$ cat src/rtl/instr_encoder_if.sv
// Format selector shared with the decoder side, plus the encoder's bus bundle.
// The encoder drives the slave modport; the stream generator drives the master.
package control_pkg;
  typedef enum logic [2:0] {
    IMM_I    = 3'd0,
    IMM_S    = 3'd1,
    IMM_B    = 3'd2,
    IMM_U    = 3'd3,
    IMM_J    = 3'd4,
    IMM_NONE = 3'd5
  } imm_sel_e;
endpackage

interface instr_encoder_if #(parameter int ADDR_W = 32);
  import control_pkg::*;
  logic              in_valid;
  logic              in_ready;
  imm_sel_e          imm_sel;
  logic [6:0]        opcode;
  logic [4:0]        rd;
  logic [4:0]        rs1;
  logic [4:0]        rs2;
  logic [2:0]        funct3;
  logic [6:0]        funct7;
  logic [31:0]       imm;
  logic              out_valid;
  logic              out_ready;
  logic [31:0]       out_instr;
  logic [ADDR_W-1:0] out_addr;
  logic [1:0]        out_err;
  logic [15:0]       err_cnt;
  logic              err_sticky;

  modport master (
    output in_valid, imm_sel, opcode, rd, rs1, rs2, funct3, funct7, imm, out_ready,
    input  in_ready, out_valid, out_instr, out_addr, out_err, err_cnt, err_sticky
  );
  modport slave (
    input  in_valid, imm_sel, opcode, rd, rs1, rs2, funct3, funct7, imm, out_ready,
    output in_ready, out_valid, out_instr, out_addr, out_err, err_cnt, err_sticky
  );
endinterface

$ cat src/rtl/instr_encoder.sv
// instr_encoder: RV32I immediate encoder. Stage 1 checks and packs the
// immediate, stage 2 holds the output word with its running IMEM address.
// Optional feature macro INSTR_ENCODER_ROUNDTRIP_EN adds rt_mismatch, a
// decode-back check of the stage-2 word against the original immediate.
module instr_encoder
  import control_pkg::*;
#(
  parameter int              ADDR_W    = 32,
  parameter logic [ADDR_W-1:0] BASE_ADDR = '0,
  parameter int              STRICT    = 0
) (
  input  logic            clk,
  input  logic            rst_n,
  input  logic            clear,
  instr_encoder_if.slave  bus
`ifdef INSTR_ENCODER_ROUNDTRIP_EN
  ,
  output logic            rt_mismatch
`endif
);

  typedef struct packed {
    logic [31:0] instr;
    logic [1:0]  err;   // bit0 range, bit1 misaligned
`ifdef INSTR_ENCODER_ROUNDTRIP_EN
    imm_sel_e    sel;
    logic [31:0] imm;
`endif
  } stage_t;

  stage_t            enc, s1, s2;
  logic              s1_valid, s2_valid;
  logic [ADDR_W-1:0] addr;
  logic [15:0]       err_cnt;
  logic              err_sticky;
  logic              s1_advance, in_ready, in_fire, out_fire, s1_fail, s1_drop;

  assign s1_advance = !s2_valid || bus.out_ready;
  assign in_ready   = !s1_valid || s1_advance;
  assign in_fire    = bus.in_valid && in_ready;
  assign out_fire   = s2_valid && bus.out_ready;
  assign s1_fail    = (s1.err != 2'b00);
  // In strict mode a failing word is consumed here and never occupies stage 2
  assign s1_drop    = (STRICT != 0) && s1_fail;

  // Check and scatter the immediate for the selected format
  always_comb begin
    enc       = '0;
    enc.instr = {bus.funct7, bus.rs2, bus.rs1, bus.funct3, bus.rd, bus.opcode};
    enc.err   = 2'b00;
`ifdef INSTR_ENCODER_ROUNDTRIP_EN
    enc.sel   = bus.imm_sel;
    enc.imm   = bus.imm;
`endif
    case (bus.imm_sel)
      IMM_I: begin
        enc.instr  = {bus.imm[11:0], bus.rs1, bus.funct3, bus.rd, bus.opcode};
        enc.err[0] = !((bus.imm[31:11] == '0) || (bus.imm[31:11] == '1));
      end
      IMM_S: begin
        enc.instr  = {bus.imm[11:5], bus.rs2, bus.rs1, bus.funct3, bus.imm[4:0], bus.opcode};
        enc.err[0] = !((bus.imm[31:11] == '0) || (bus.imm[31:11] == '1));
      end
      IMM_B: begin
        enc.instr  = {bus.imm[12], bus.imm[10:5], bus.rs2, bus.rs1, bus.funct3,
                      bus.imm[4:1], bus.imm[11], bus.opcode};
        enc.err[0] = !((bus.imm[31:12] == '0) || (bus.imm[31:12] == '1));
        enc.err[1] = bus.imm[0];
      end
      IMM_U: begin
        enc.instr  = {bus.imm[31:12], bus.rd, bus.opcode};
        enc.err[1] = (bus.imm[11:0] != 12'd0);
      end
      IMM_J: begin
        enc.instr  = {bus.imm[20], bus.imm[10:1], bus.imm[11], bus.imm[19:12],
                      bus.rd, bus.opcode};
        enc.err[0] = !((bus.imm[31:20] == '0) || (bus.imm[31:20] == '1));
        enc.err[1] = bus.imm[0];
      end
      IMM_NONE: ;
      // Unknown selector: keep the R-style packing, flag as range error
      default: enc.err = 2'b01;
    endcase
  end

  // Two-stage pipe, address counter and error bookkeeping
  always_ff @(posedge clk) begin
    if (!rst_n) begin
      s1_valid   <= 1'b0;
      s2_valid   <= 1'b0;
      s1         <= '0;
      s2         <= '0;
      addr       <= BASE_ADDR;
      err_cnt    <= 16'd0;
      err_sticky <= 1'b0;
    end else if (clear) begin
      s1_valid   <= 1'b0;
      s2_valid   <= 1'b0;
      addr       <= BASE_ADDR;
      err_cnt    <= 16'd0;
      err_sticky <= 1'b0;
    end else begin
      if (in_ready) s1_valid <= bus.in_valid;
      if (in_fire)  s1       <= enc;
      if (s1_advance) begin
        s2_valid <= s1_valid && !s1_drop;
        if (s1_valid && !s1_drop) s2 <= s1;
      end
      if (s1_valid && s1_advance && s1_fail) begin
        err_sticky <= 1'b1;
        if (err_cnt != 16'hFFFF) err_cnt <= err_cnt + 16'd1;
      end
      if (out_fire) addr <= addr + ADDR_W'(4);
    end
  end

  assign bus.in_ready   = in_ready;
  assign bus.out_valid  = s2_valid;
  assign bus.out_instr  = s2.instr;
  assign bus.out_err    = s2.err;
  assign bus.out_addr   = addr;
  assign bus.err_cnt    = err_cnt;
  assign bus.err_sticky = err_sticky;

`ifdef INSTR_ENCODER_ROUNDTRIP_EN
  logic [31:0] dec_imm;
  logic [31:0] w;
  assign w = s2.instr;

  // Decode the emitted word back to an immediate, as immgen would
  always_comb begin
    dec_imm = s2.imm;
    case (s2.sel)
      IMM_I:   dec_imm = {{20{w[31]}}, w[31:20]};
      IMM_S:   dec_imm = {{20{w[31]}}, w[31:25], w[11:7]};
      IMM_B:   dec_imm = {{19{w[31]}}, w[31], w[7], w[30:25], w[11:8], 1'b0};
      IMM_U:   dec_imm = {w[31:12], 12'd0};
      IMM_J:   dec_imm = {{11{w[31]}}, w[31], w[19:12], w[20], w[30:21], 1'b0};
      default: dec_imm = s2.imm;
    endcase
  end

  assign rt_mismatch = s2_valid && (s2.err == 2'b00) && (s2.sel != IMM_NONE) &&
                       (dec_imm != s2.imm);
`endif

endmodule
$ cat src/flat_wrapper.sv
// flat-port wrapper written by rule: the top's interface ports become plain ports
module instr_encoder_flat import control_pkg::*;
#(
  parameter int              ADDR_W    = 32,
  parameter logic [ADDR_W-1:0] BASE_ADDR = '0,
  parameter int              STRICT    = 0
)
  (clk, rst_n, clear, bus_in_valid, bus_imm_sel, bus_opcode, bus_rd, bus_rs1, bus_rs2, bus_funct3, bus_funct7, bus_imm, bus_out_ready, bus_in_ready, bus_out_valid, bus_out_instr, bus_out_addr, bus_out_err, bus_err_cnt, bus_err_sticky);
  instr_encoder_if #(.ADDR_W(ADDR_W)) bus_i ();
  input  logic clk;
  input  logic rst_n;
  input  logic clear;
  input wire logic [$bits(bus_i.in_valid)-1:0] bus_in_valid;
  input wire logic [$bits(bus_i.imm_sel)-1:0] bus_imm_sel;
  input wire logic [$bits(bus_i.opcode)-1:0] bus_opcode;
  input wire logic [$bits(bus_i.rd)-1:0] bus_rd;
  input wire logic [$bits(bus_i.rs1)-1:0] bus_rs1;
  input wire logic [$bits(bus_i.rs2)-1:0] bus_rs2;
  input wire logic [$bits(bus_i.funct3)-1:0] bus_funct3;
  input wire logic [$bits(bus_i.funct7)-1:0] bus_funct7;
  input wire logic [$bits(bus_i.imm)-1:0] bus_imm;
  input wire logic [$bits(bus_i.out_ready)-1:0] bus_out_ready;
  output wire logic [$bits(bus_i.in_ready)-1:0] bus_in_ready;
  output wire logic [$bits(bus_i.out_valid)-1:0] bus_out_valid;
  output wire logic [$bits(bus_i.out_instr)-1:0] bus_out_instr;
  output wire logic [$bits(bus_i.out_addr)-1:0] bus_out_addr;
  output wire logic [$bits(bus_i.out_err)-1:0] bus_out_err;
  output wire logic [$bits(bus_i.err_cnt)-1:0] bus_err_cnt;
  output wire logic [$bits(bus_i.err_sticky)-1:0] bus_err_sticky;
  assign bus_i.in_valid = bus_in_valid;
  assign bus_i.imm_sel = bus_imm_sel;
  assign bus_i.opcode = bus_opcode;
  assign bus_i.rd = bus_rd;
  assign bus_i.rs1 = bus_rs1;
  assign bus_i.rs2 = bus_rs2;
  assign bus_i.funct3 = bus_funct3;
  assign bus_i.funct7 = bus_funct7;
  assign bus_i.imm = bus_imm;
  assign bus_i.out_ready = bus_out_ready;
  assign bus_in_ready = bus_i.in_ready;
  assign bus_out_valid = bus_i.out_valid;
  assign bus_out_instr = bus_i.out_instr;
  assign bus_out_addr = bus_i.out_addr;
  assign bus_out_err = bus_i.out_err;
  assign bus_err_cnt = bus_i.err_cnt;
  assign bus_err_sticky = bus_i.err_sticky;
  instr_encoder #(.ADDR_W(ADDR_W), .BASE_ADDR(BASE_ADDR), .STRICT(STRICT)) u_core (.clk(clk), .rst_n(rst_n), .clear(clear), .bus(bus_i));
endmodule
$ cat config.mk
export PLATFORM = sky130hd
export DESIGN_NAME = instr_encoder_flat
export DESIGN_NICKNAME = d
export VERILOG_FILES = /design/src/rtl/instr_encoder_if.sv /design/src/rtl/instr_encoder.sv /design/src/flat_wrapper.sv
export SDC_FILE = /design/constraint.sdc
export NUM_CORES = 1
export LEC_CHECK = 0
export ABC_AREA = 1
export CAP_MARGIN = 30
export CORE_AREA = 2 2 110 112
export DETAILED_ROUTE_END_ITERATION = 12
export DIE_AREA = 0 0 112 114
export PLACE_DENSITY_LB_ADDON = 0.1
export SETUP_SLACK_MARGIN = 0.5
export SYNTH_ARGS = -nofsm -noshare
export SYNTH_HDL_FRONTEND = slang
export SYNTH_SLANG_ARGS = --single-unit
$ cat constraint.sdc
create_clock -name clk -period 3.23 [get_ports clk]
set_input_delay 0.646 -clock clk [delete_from_list [all_inputs] [get_ports clk]]
set_output_delay 0.646 -clock clk [all_outputs]
set_load 0.02 [all_outputs]
==> results.md, run 1 <==
* Outcome: finished clean
* YS warnings at 0
* Top achievable clock speed at 0.421 GHz
* Initial DRC count at 457
* R2r setup slk at 1.44 ns
* RSZ-0062 raised after global routing: false
* Synth Flop Type: dfxtp_1
* Nets at 1113
* Vias in the first global route at 5914
* HP Class: register to register
* CP top delay family: buffers and inverters
* Count leader, synth: nand2_1
* Hold bufs inserted after CTS at 0
* Post-synth ARST share at 0%
* Area Growth Syn to Fin at 37.0%
* Row count at 40
* Gpl congestion at 0.980
* DRC viols at 0
* Worst reg2reg path startpoint: u_core.s1_valid
* Slowest cell on crit path: clkdlybuf4s50_1
* Vias after detailed routing at ~6300
* Crit-path max cell delay at 0.51 ns
* Synth Cell Area at 0.00596 mm^2
* WL final at 16700 um
* Max layer used: met4
* Share of cells above drive strength 1 at 7.79%
* Pleak at 2.95 nW
* Maximum VDD drop at 0.450 mV
* Clock Latency Late Sink at 0.42 ns
* Routed wire per std cell at 14.0 um
* Count of input and output buffers at 154
* Critical path class: input pin to primary output
* Pin count of the biggest net entering global routing at 46
* Maxcap violations at 0
* Final setup fails at 0
* Horiz. Die Dim at 112 um
* Synth area leader: dfxtp_1
* Post-synthesis sequential area ratio at a little under 40%
* Slew @ Worst Pin at 0.640 ns
* Pwr dens at 452 mW/mm^2
* TritonCTS Buffers at 17
* Worst-path clk slew at roughly 0.06 ns
* CTS Sinks at approximately 120
* R2r endpoint: u_core.bus.err_cnt[6]
* CTS root buffer: clkbuf_16
* Wl on met1 at 7120 um
* Post-Synthesis Cells at between 800 and 900
* Netlist cell types at 37
* Initial antenna violation count at 0
* R2R depth at 5
* Critical-path cell list: clkdlybuf4s50_1, nor2_4, nand2_2, dlymetal6s2s_1
* Final ANT Viol Nets at 0
* Met2 routed WL at between 8000 and 9000 um
* Hold path start: u_core.bus.out_err[1]
* Via density at 5.25
* WP data required at 2.58 ns
* Min Tclk post-route at about 2.4 ns
* Final hold vios at 0
* Most instantiated cells after synthesis: 234 x nand2_1, 132 x nor2_1, 117 x dfxtp_1
* N_diodes at 0
* Initial Utilization at 50.9%
* Post-DP HPWL at 12100 um
* Clk_skew at between 0.01 and 0.015 ns
* Core Util, Final at 69.7%
* CTS tree: yes
* Hold Path End: u_core.bus.out_err[1]
* EDFF count, synth at 0
* Worst Path Arrival at 1.73 ns
* Largest cells by area after synthesis: dfxtp_1 39%, nand2_1 15%, nor2_1 8.3%
* Clock Tree Buf Depth at 2
* Core footprint at 0.0117 mm^2
* Fin crit share at about three quarters
* # IOs at 157
* Die area at between 0.01 and 0.015 mm^2
* WL met3 at 1060 um
* Kind of end point of the critical path: primary output
* CP Buf/Inv Count at 2
* Drt first pass iters at 5
* Slew margin rel. at 57.1%
* Critical Path Start Type: input pin
* First-pass GRT wire length at around 27000 um
* Flops & latches, synth at 117
* Top cell type's share of synthesized area at 39.3%
* Hold Crit Depth at 2
* Total congestion overflow at 0
* Avg Cell Area, Syn at 6.68 um^2
* GRT Total Usage at 26.5%
* H-tree Lvls at 4
* Die H at 114 um
* CP Max Fanout at 4
* Setup TNS Final at 0 ns
* Max-slew violations at 0
-- layout by cell type (no fill, tap or decap), drive strengths merged --
cell type	instances
a21oi	85
a31oi	14
buf	8
bufinv	1
clkbuf	17
clkdlybuf4s50	153
clkinv	2
clkinvlp	1
conb	2
dfxtp	117
dlymetal6s2s	1
ha	2
inv	85
nand2	245
nand3	75
nand3b	4
nand4	8
nor2	142
nor3	11
nor3b	2
o211ai	4
o21a	9
o21ai	47
o21bai	1
o221ai	1
xnor2	4
xor2	11
-- worst reg2reg max path, cell delays in order, from the launching register on --
cell     delay [ns]
dfxtp_1        0.68
nor3b_4        0.38
nand2_4        0.18
inv_2          0.25
nand2_1        0.09
a21oi_1        0.14
-- worst max path at each step --
stage	cells after the start	slack (ns)	start	to
finish	4	0.85	bus_out_ready	bus_in_ready
global route	4	0.82	bus_out_ready	bus_in_ready
CTS	4	0.52	bus_out_ready	bus_in_ready
detailed placement	4	0.53	bus_out_ready	bus_in_ready
global placement	4	0.52	bus_out_ready	bus_in_ready
floorplan	9	1.54	u_core.bus.err_cnt[1]	u_core.bus.err_cnt[4]
-- power by group --
group          switching, mW  internal, mW
Sequential            0.0194          1.48
Clock                  0.776          1.10
Combinational          0.179         0.143
Total                  0.974          2.71
-- cell type report --
class	count	area, um^2
Fill cell	1060	3550
Inverter	74	278
Multi-Input combinational cell	667	3150
Timing Repair Buffer	162	1620
Clock buffer	17	425
Clock inverter	15	160
Tap cell	147	184
Sequential cell	117	2340
-- registers in the layout, indices dropped and copies added (netlist names) --
signal	flops
u_core.bus.out_err	2
u_core.bus.out_valid	1
u_core.s1_valid	1
u_core.bus.out_addr	30
u_core.bus.err_cnt	16
u_core.bus.err_sticky	1
u_core.s1	34
u_core.bus.out_instr	32
-- cell families (layout without fill, tap and decap cells) --
logic type | Yosys count | after routing | synth area share, %
buffers and inverters | 108 | 268 | 7.77
AOI/OAI and AO/OA | 161 | 161 | 14.7
DFF | 117 | 117 | 39.3
xor gates and xnor gates | 15 | 15 | 2.21
and+or+nand+nor | 487 | 487 | 35.5
adders and majority gates | 2 | 2 | 0.420
other | 1 | 2 | 0.0630
-- per-layer routing --
metal  vias up  track usage (%)
met4         0             8.70
met3        30             7.17
met1      2859             31.0
li1       3195                -
met5         -                0
met2       211             47.2
-- timing repair --
item / in CTS / in global routing
gates resized for setup: 0 / 1
setup endpoints to repair: 0 / 1
buffers inserted: 0 / 0
-- per-stage QoR --
stage                     cell area (um^2)  std cells  setup slack (ns)  hold WS (ns)  power, mW
after floorplan                       5960        892              1.54         0.445       1.69
after global placement                7570       1167             0.525         0.448       1.84
after detailed placement              7570       1167             0.527         0.450       1.84
after CTS                             8160       1199             0.516         0.460       3.71
after global routing                  8160       1199             0.820         0.471       3.82
final                                 8160       1199             0.852         0.459       3.69
(Power assumes the default switching activity.)
==> run 2: changes to the inputs <==
CORE_AREA = 2 2 114 116   (was 2 2 110 112)
DIE_AREA = 0 0 116 118   (was 0 0 112 114)
clock period = 2.2 ns   (was 3.23 ns; I/O delays follow)
==> run 2 against run 1 <==
Against the previous run: non-clock buffer count is 16 higher; utilization shrank 3.0 points; clock skew shrank 0.0066 ns.
==> results.md, run 2 (synthesis gave the netlist of run 1 again) <==
* Outcome: finished clean
* Gates resized, CTS repair at 85 (+85)
* Kind of end point of the critical path: primary output
* Share of cells above drive strength 1 at 10.6% (+2.8 points)
* Routed wire per std cell at 13.4 um (-3.8%)
* Drt first pass iters at 5 (unchanged)
* Die H at 118 um (+3.5%)
* Initial Utilization at 48.0% (-2.9 points)
* H-tree Lvls at 4 (unchanged)
* Vias in the first global route at 5928 (+0.24%)
* Vias after detailed routing at 6224 (-1.1%)
* Row count at 41 (+2.5%)
* GRT Total Usage at 25.5% (-1.0 points)
* Maxcap violations at 0 (unchanged)
* First-pass GRT wire length at 28000 um (+2.0%)
* Pleak at 3.43 nW (+16%)
* Pin count of the biggest net entering global routing at 46 (unchanged)
* RSZ-0062 raised after global routing: true
* Most frequent cells in the layout: 234 x nand2_1, 128 x nor2_1, 111 x dfxtp_1, 81 x a21oi_1, 78 x dlygate4sd2_1
* Max reg flops at 34 (unchanged)
* Final hold vios at 0 (unchanged)
* Footprint of the multi-input gates at 0.00318 mm^2 (+0.95%)
* Top reg by flops: u_core.s1
* DRC viols at 0 (unchanged)
* Clock Tree Buf Depth at 2 (unchanged)
* FILL cells at 1206 (+14%)
* Slowest cell on crit path: dfxtp_1
* Maximum VDD drop at 0.503 mV (+12%)
* Max-slew violations at 0 (unchanged)
* Top achievable clock speed at 0.607 GHz
* Final ANT Viol Nets at 0 (unchanged)
* Nets at 1129 (+1.4%)
* Area Growth Syn to Fin at 39.1%
* Gpl congestion at 0.958 (-2.2%)
* Pwr dens at 669 mW/mm^2 (+48%)
* Total power at 5.54 mW (+50%)
* Post-Layout Cell Count at 1240 (+3.4%)
* CTS tree: yes
* TritonCTS Buffers at 17 (unchanged)
* Register Area at 0.00235 mm^2 (+0.32%)
* Critical Path Start Type: register
* N_diodes at 0 (unchanged)
* CP Max Fanout at 5 (+1)
* Critical-path cell list: clkdlybuf4s15_1
* Initial DRC count at 491 (+7.4%)
* Worst-path clk slew at 0.06 ns (about the same)
* HP Class: register to register
* CTS Sinks at 117 (unchanged)
* CTS root buffer: clkbuf_16
* Hold bufs inserted after CTS at 0 (unchanged)
* Count of input and output buffers at 154 (unchanged)
* Final setup fails at 0 (unchanged)
* WL final at 16600 um (-0.56%)
* CP top delay family: flip-flops
* Clock Latency Late Sink at 0.41 ns (about the same)
* Min Tclk post-route at 1.65 ns
* Commonest non-fill, non-tap cell in the layout: nand2_1
* Critical path class: register to primary output
* Total congestion overflow at 0 (unchanged)
* Horiz. Die Dim at 116 um (+3.6%)
* CP Buf/Inv Count at 1 (-1)
* Post-DP HPWL at 12400 um (+3.0%)
* Crit-path max cell delay at 0.44 ns (-0.07 ns)
* # IOs at 157 (unchanged)
* Die area at 0.0137 mm^2 (+7.2%)
* Clk_skew at 0.00507 ns (-0.00659 ns)
* Via density at 5.02 (-4.4%)
* Fin crit share at 74.9%
* Number of post-CTS setup repair buffers at 0 (unchanged)
* WP data required at 1.76 ns (-0.82 ns)
* Initial antenna violation count at 0 (unchanged)
* Placed insts at 1208 (+3.5%)
* Worst Path Arrival at 1.21 ns (-0.52 ns)
* Core footprint at 0.0124 mm^2 (+6.0%)
-- run 2: cell count changes in the layout (fill, tap and decap cells not counted), moves of 4 or more --
cell,delta
dlygate4sd2_1,+78
clkdlybuf4s50_1,-85
dfxtp_1,-6
nor2_1,-4
buf_4,+15
inv_8,-5
dfxtp_2,+6
-- run 2: cell type report --
class	instances	area share [%]
Multi-Input combinational cell	667	38.4
Sequential cell	117	28.4
Timing Repair Buffer	178	19.8
Clock buffer	18	5.30
Inverter	74	3.38
Tap cell	172	2.60
Clock inverter	14	2.11
-- run 2: tightest hold or removal path: stages (launching register included) --
cell and delay, ns:
dfxtp_1 0.30, nand2_1 0.06, a21oi_1 0.05
-- run 2: power breakdown --
part	internal [mW]	switching, mW	leakage, nW
Sequential	2.17	0.0263	0.951
Combinational	0.222	0.267	2.18
Clock	1.82	1.04	0.293
Total	4.21	1.33	3.43
-- run 2: final timing paths --
| check | startpoint | to | slack [ns] | cells after the start |
|---|---|---|---|---|
| worst min register to register | u_core.bus.out_instr[28] | u_core.bus.out_instr[28] | 0.45 | 2 |
| worst max register to register | u_core.bus.err_cnt[0] | u_core.bus.err_cnt[0] | 0.67 | 8 |
| worst max-delay path | u_core.bus.err_cnt[5] | bus_err_cnt[5] | 0.55 | 1 |
| worst min-delay path | u_core.bus.out_instr[28] | u_core.bus.out_instr[28] | 0.45 | 2 |
-- run 2: per-layer routing --
metal | wire length [um] | vias up | track usage, %
met1 | 7390 | 2793 | 32.2
met5 | 0 | - | 0
met2 | 8140 | 183 | 42.7
met3 | 799 | 30 | 6.13
met4 | 300 | 0 | 7.44
li1 | - | 3218 | -
-- run 2: through the flow --
step	setup WS (ns)	hold WS (ns)	setup TNS, ns	cell area, um^2	utilization [%]
floorplan	0.514	0.445	0	5960	-
global placement	-0.0348	0.448	-0.0348	7740	62.3
detailed placement	-0.0244	0.453	-0.0244	7740	62.3
CTS	0.358	0.458	0	8250	66.4
global route	0.490	0.473	0	8280	66.7
finish	0.552	0.455	0	8280	66.7
==> run 3: changes to the inputs <==
clock period = 1.61 ns   (was 2.2 ns; I/O delays follow)
==> run 3 against run 2 <==
Against the previous run: the run now ends with setup timing left; register-to-register slack worse by 0.74 ns; count of clock-buffer cells in the layout is 1 lower; non-clock buffer count is 136 higher; clock skew is 0.0057 ns higher; clock power is 33% higher; design area is 38% higher; flip-flop and latch count stayed put; via count is 32% higher; power is 42% higher; critical path depth is 9 higher; sequential share of layout area is 5.9 points lower; critical endpoint is now u_core.bus.out_addr[21].
==> results.md, run 3 (synthesis gave the netlist of run 1 again) <==
* Outcome: finished with violations
* Failing checks: setup timing
* Share of cells above drive strength 1 at 51.8% (+41 points)
* Worst reg2reg path startpoint: u_core.bus.out_valid
* Gpl congestion at 0.896 (-6.5%)
* Min Tclk post-route at between 1.5 and 2 ns
* Met2 routed WL at 14200 um (+75%)
* Critical Path Start Type: register
* Hold path start: bus_imm[24]
* Placed insts at 1255 (+3.9%)
* Nets at 1268 (+12%)
* WP data required at 1.97 ns (+0.21 ns)
* Core footprint at 0.0124 mm^2 (unchanged)
* Total congestion overflow at 0 (unchanged)
* Hold Path End: u_core.s1[26]
* Hold Crit Depth at 3 (+1)
* Max layer used: met4
* Row count at 41 (unchanged)
* Via density at 5.95 (+18%)
* Initial antenna violation count at 0 (unchanged)
* N_diodes at 0 (unchanged)
* Routed wire per std cell at 20.9 um (+56%)
* Max-slew violations at 0 (unchanged)
* Pwr dens at 690 mW/mm^2 (+3.2%)
* Worst-path clk slew at 0.07 ns (about the same)
* Wl on met1 at 10200 um (+38%)
* Die H at 118 um (unchanged)
* DRC viols at 0 (unchanged)
* Design area at 0.0114 mm^2 (+38%)
* H-tree Lvls at 4 (unchanged)
* Pin count of the biggest net entering global routing at 36 (-22%)
* CTS tree: yes
* Count of input and output buffers at 154 (unchanged)
* GRT Total Usage at 28.4% (+3.0 points)
* Die area at 0.0137 mm^2 (unchanged)
* R2R depth at 10 (+2)
* Vias after detailed routing at 8202 (+32%)
* Commonest non-fill, non-tap cell in the layout: nand2_1
* Critical Path Most Common Cell: nor2_4
* TritonCTS Buffers at 17 (unchanged)
* Critical-path cell list: buf_4, buf_6, nand2_8, nor2_4, nand3_4, nor2_4, nand3_2, o21ai_1, inv_1, nor2_1
* Clock Latency Late Sink at 0.44 ns (+0.03 ns)
* Total power at 7.89 mW (+42%)
* Crit-path max cell delay at 0.37 ns (-0.07 ns)
* Final ANT Viol Nets at 0 (unchanged)
* Maximum VDD drop at 0.804 mV (+60%)
* Slowest cell on crit path: dfxtp_4
* RSZ-0062 raised after global routing: true
* Top achievable clock speed at 0.596 GHz
* Kind of end point of the critical path: register
* R2r endpoint: u_core.bus.out_addr[21]
* R2r setup slk at -0.07 ns (-0.74 ns)
* Post-Layout Cell Count at 1379 (+11%)
* First-pass GRT wire length at 31100 um (+11%)
* Crit path from: u_core.bus.out_valid
* Maxcap violations at 0 (unchanged)
* Final worst slack at -0.0672 ns (-0.619 ns)
* Hold bufs inserted after CTS at 0 (unchanged)
* Max reg flops at 34 (unchanged)
* Clk_skew at 0.0108 ns (+0.00570 ns)
* Critical path class: register to register
* Vias in the first global route at 6629 (+12%)
* Pleak at 4.69 nW (+37%)
* # IOs at 157 (unchanged)
* Most frequent cells in the layout: 163 x nand2_1, 110 x buf_4, 104 x buf_6, 93 x nor2_1, 57 x inv_1
* Area Growth Syn to Fin at 91.8%
* Placed instance area at 0.00845 mm^2 (+9.3%)
* Setup TNS Final at -0.257 ns (-0.257 ns)
* CP Max Fanout at 4 (-1)
* CTS root buffer: clkbuf_16
* Core Util, Final at 92.0% (+25 points)
* Worst Path Arrival at 2.04 ns (+0.83 ns)
* HP Class: input pin to register
* Post-DP HPWL at 12800 um (+3.2%)
* Initial Utilization at 48.0% (unchanged)
* WL final at 28800 um (+73%)
* Initial DRC count at 1025 (+110%)
* CTS Sinks at 117 (unchanged)
* WL met3 at 2340 um (+190%)
* Drt first pass iters at 6 (+1)
* Top reg by flops: u_core.s1
* Final setup fails at 8 (+8)
* Fin crit share at 104%
* Clock Tree Buf Depth at 2 (unchanged)
* Final hold vios at 0 (unchanged)
* Horiz. Die Dim at 116 um (unchanged)
[run 3: changes by cell type in the layout (fill, tap and decap cells not counted), moves of 26 or more]
cell / previous run / this run
a21oi_2: 4 / 49
nand3_1: 71 / 39
dfxtp_1: 111 / 35
nand2_4: 2 / 39
a21oi_1: 81 / 36
nand2_1: 234 / 163
dfxtp_2: 6 / 32
buf_4: 22 / 110
buf_6: 0 / 104
dfxtp_4: 0 / 50
nor2_1: 128 / 93
o21ai_0: 40 / 8
dlygate4sd2_1: 78 / 3
nand2_2: 9 / 41
[run 3: metal layers]
metal,vias to the layer above,GRT usage (%)
met1,3813,34.3
met3,199,5.51
met2,672,49.3
met4,0,10.6
li1,3518,-
met5,-,0
[run 3: critical path: cells and delay by family (launching register included)]
| kind | cells | cell delay, ns |
|---|---|---|
| AO/OA/AOI/OAI | 1 | 0.20 |
| buffers and inverters | 3 | 0.32 |
| flip-flops | 1 | 0.37 |
| AND/OR/NAND/NOR | 6 | 0.71 |
[run 3: power breakdown]
part | switching, mW | leakage, nW | internal, mW
registers | 0.0751 | 1.01 | 2.88
clock network | 1.73 | 0.279 | 2.07
logic | 0.611 | 3.40 | 0.534
total | 2.41 | 4.69 | 5.48
[run 3: through the flow]
stage          setup WS [ns]  hold slack (ns)
4_1_cts                0.136            0.465
5_1_grt               -0.294            0.290
2_1_floorplan          0.189            0.444
6_report             -0.0672            0.273
3_5_place_dp          -0.362            0.451
3_3_place_gp          -0.378            0.448
[run 3: layout make-up]
cell class                      instances  area, um^2
Timing Repair Buffer                  314        3350
Inverter                               74         324
Fill cell                             437         992
Tap cell                              172         215
Timing Repair inverter                  3        43.8
Clock buffer                           17         425
Multi-Input combinational cell        667        4350
Sequential cell                       117        2570
Clock inverter                         15         146
[run 3: how the worst max path moves through the flow]
stage,endpoint,cells after the start
detailed placement,bus_in_ready,4
global route,u_core.bus.err_cnt[9],7
CTS,u_core.bus.err_cnt[12],8
floorplan,u_core.bus.err_cnt[4],9
global placement,bus_in_ready,4
finish,u_core.bus.out_addr[21],10
[run 3: repair_timing]
item	in CTS	in global routing
endpoints found under the setup margin	199	200
gates resized for setup	596	314
buffers inserted	46	34
hold endpoints to repair	0	0
pin swaps	23	91
gates cloned	3	9
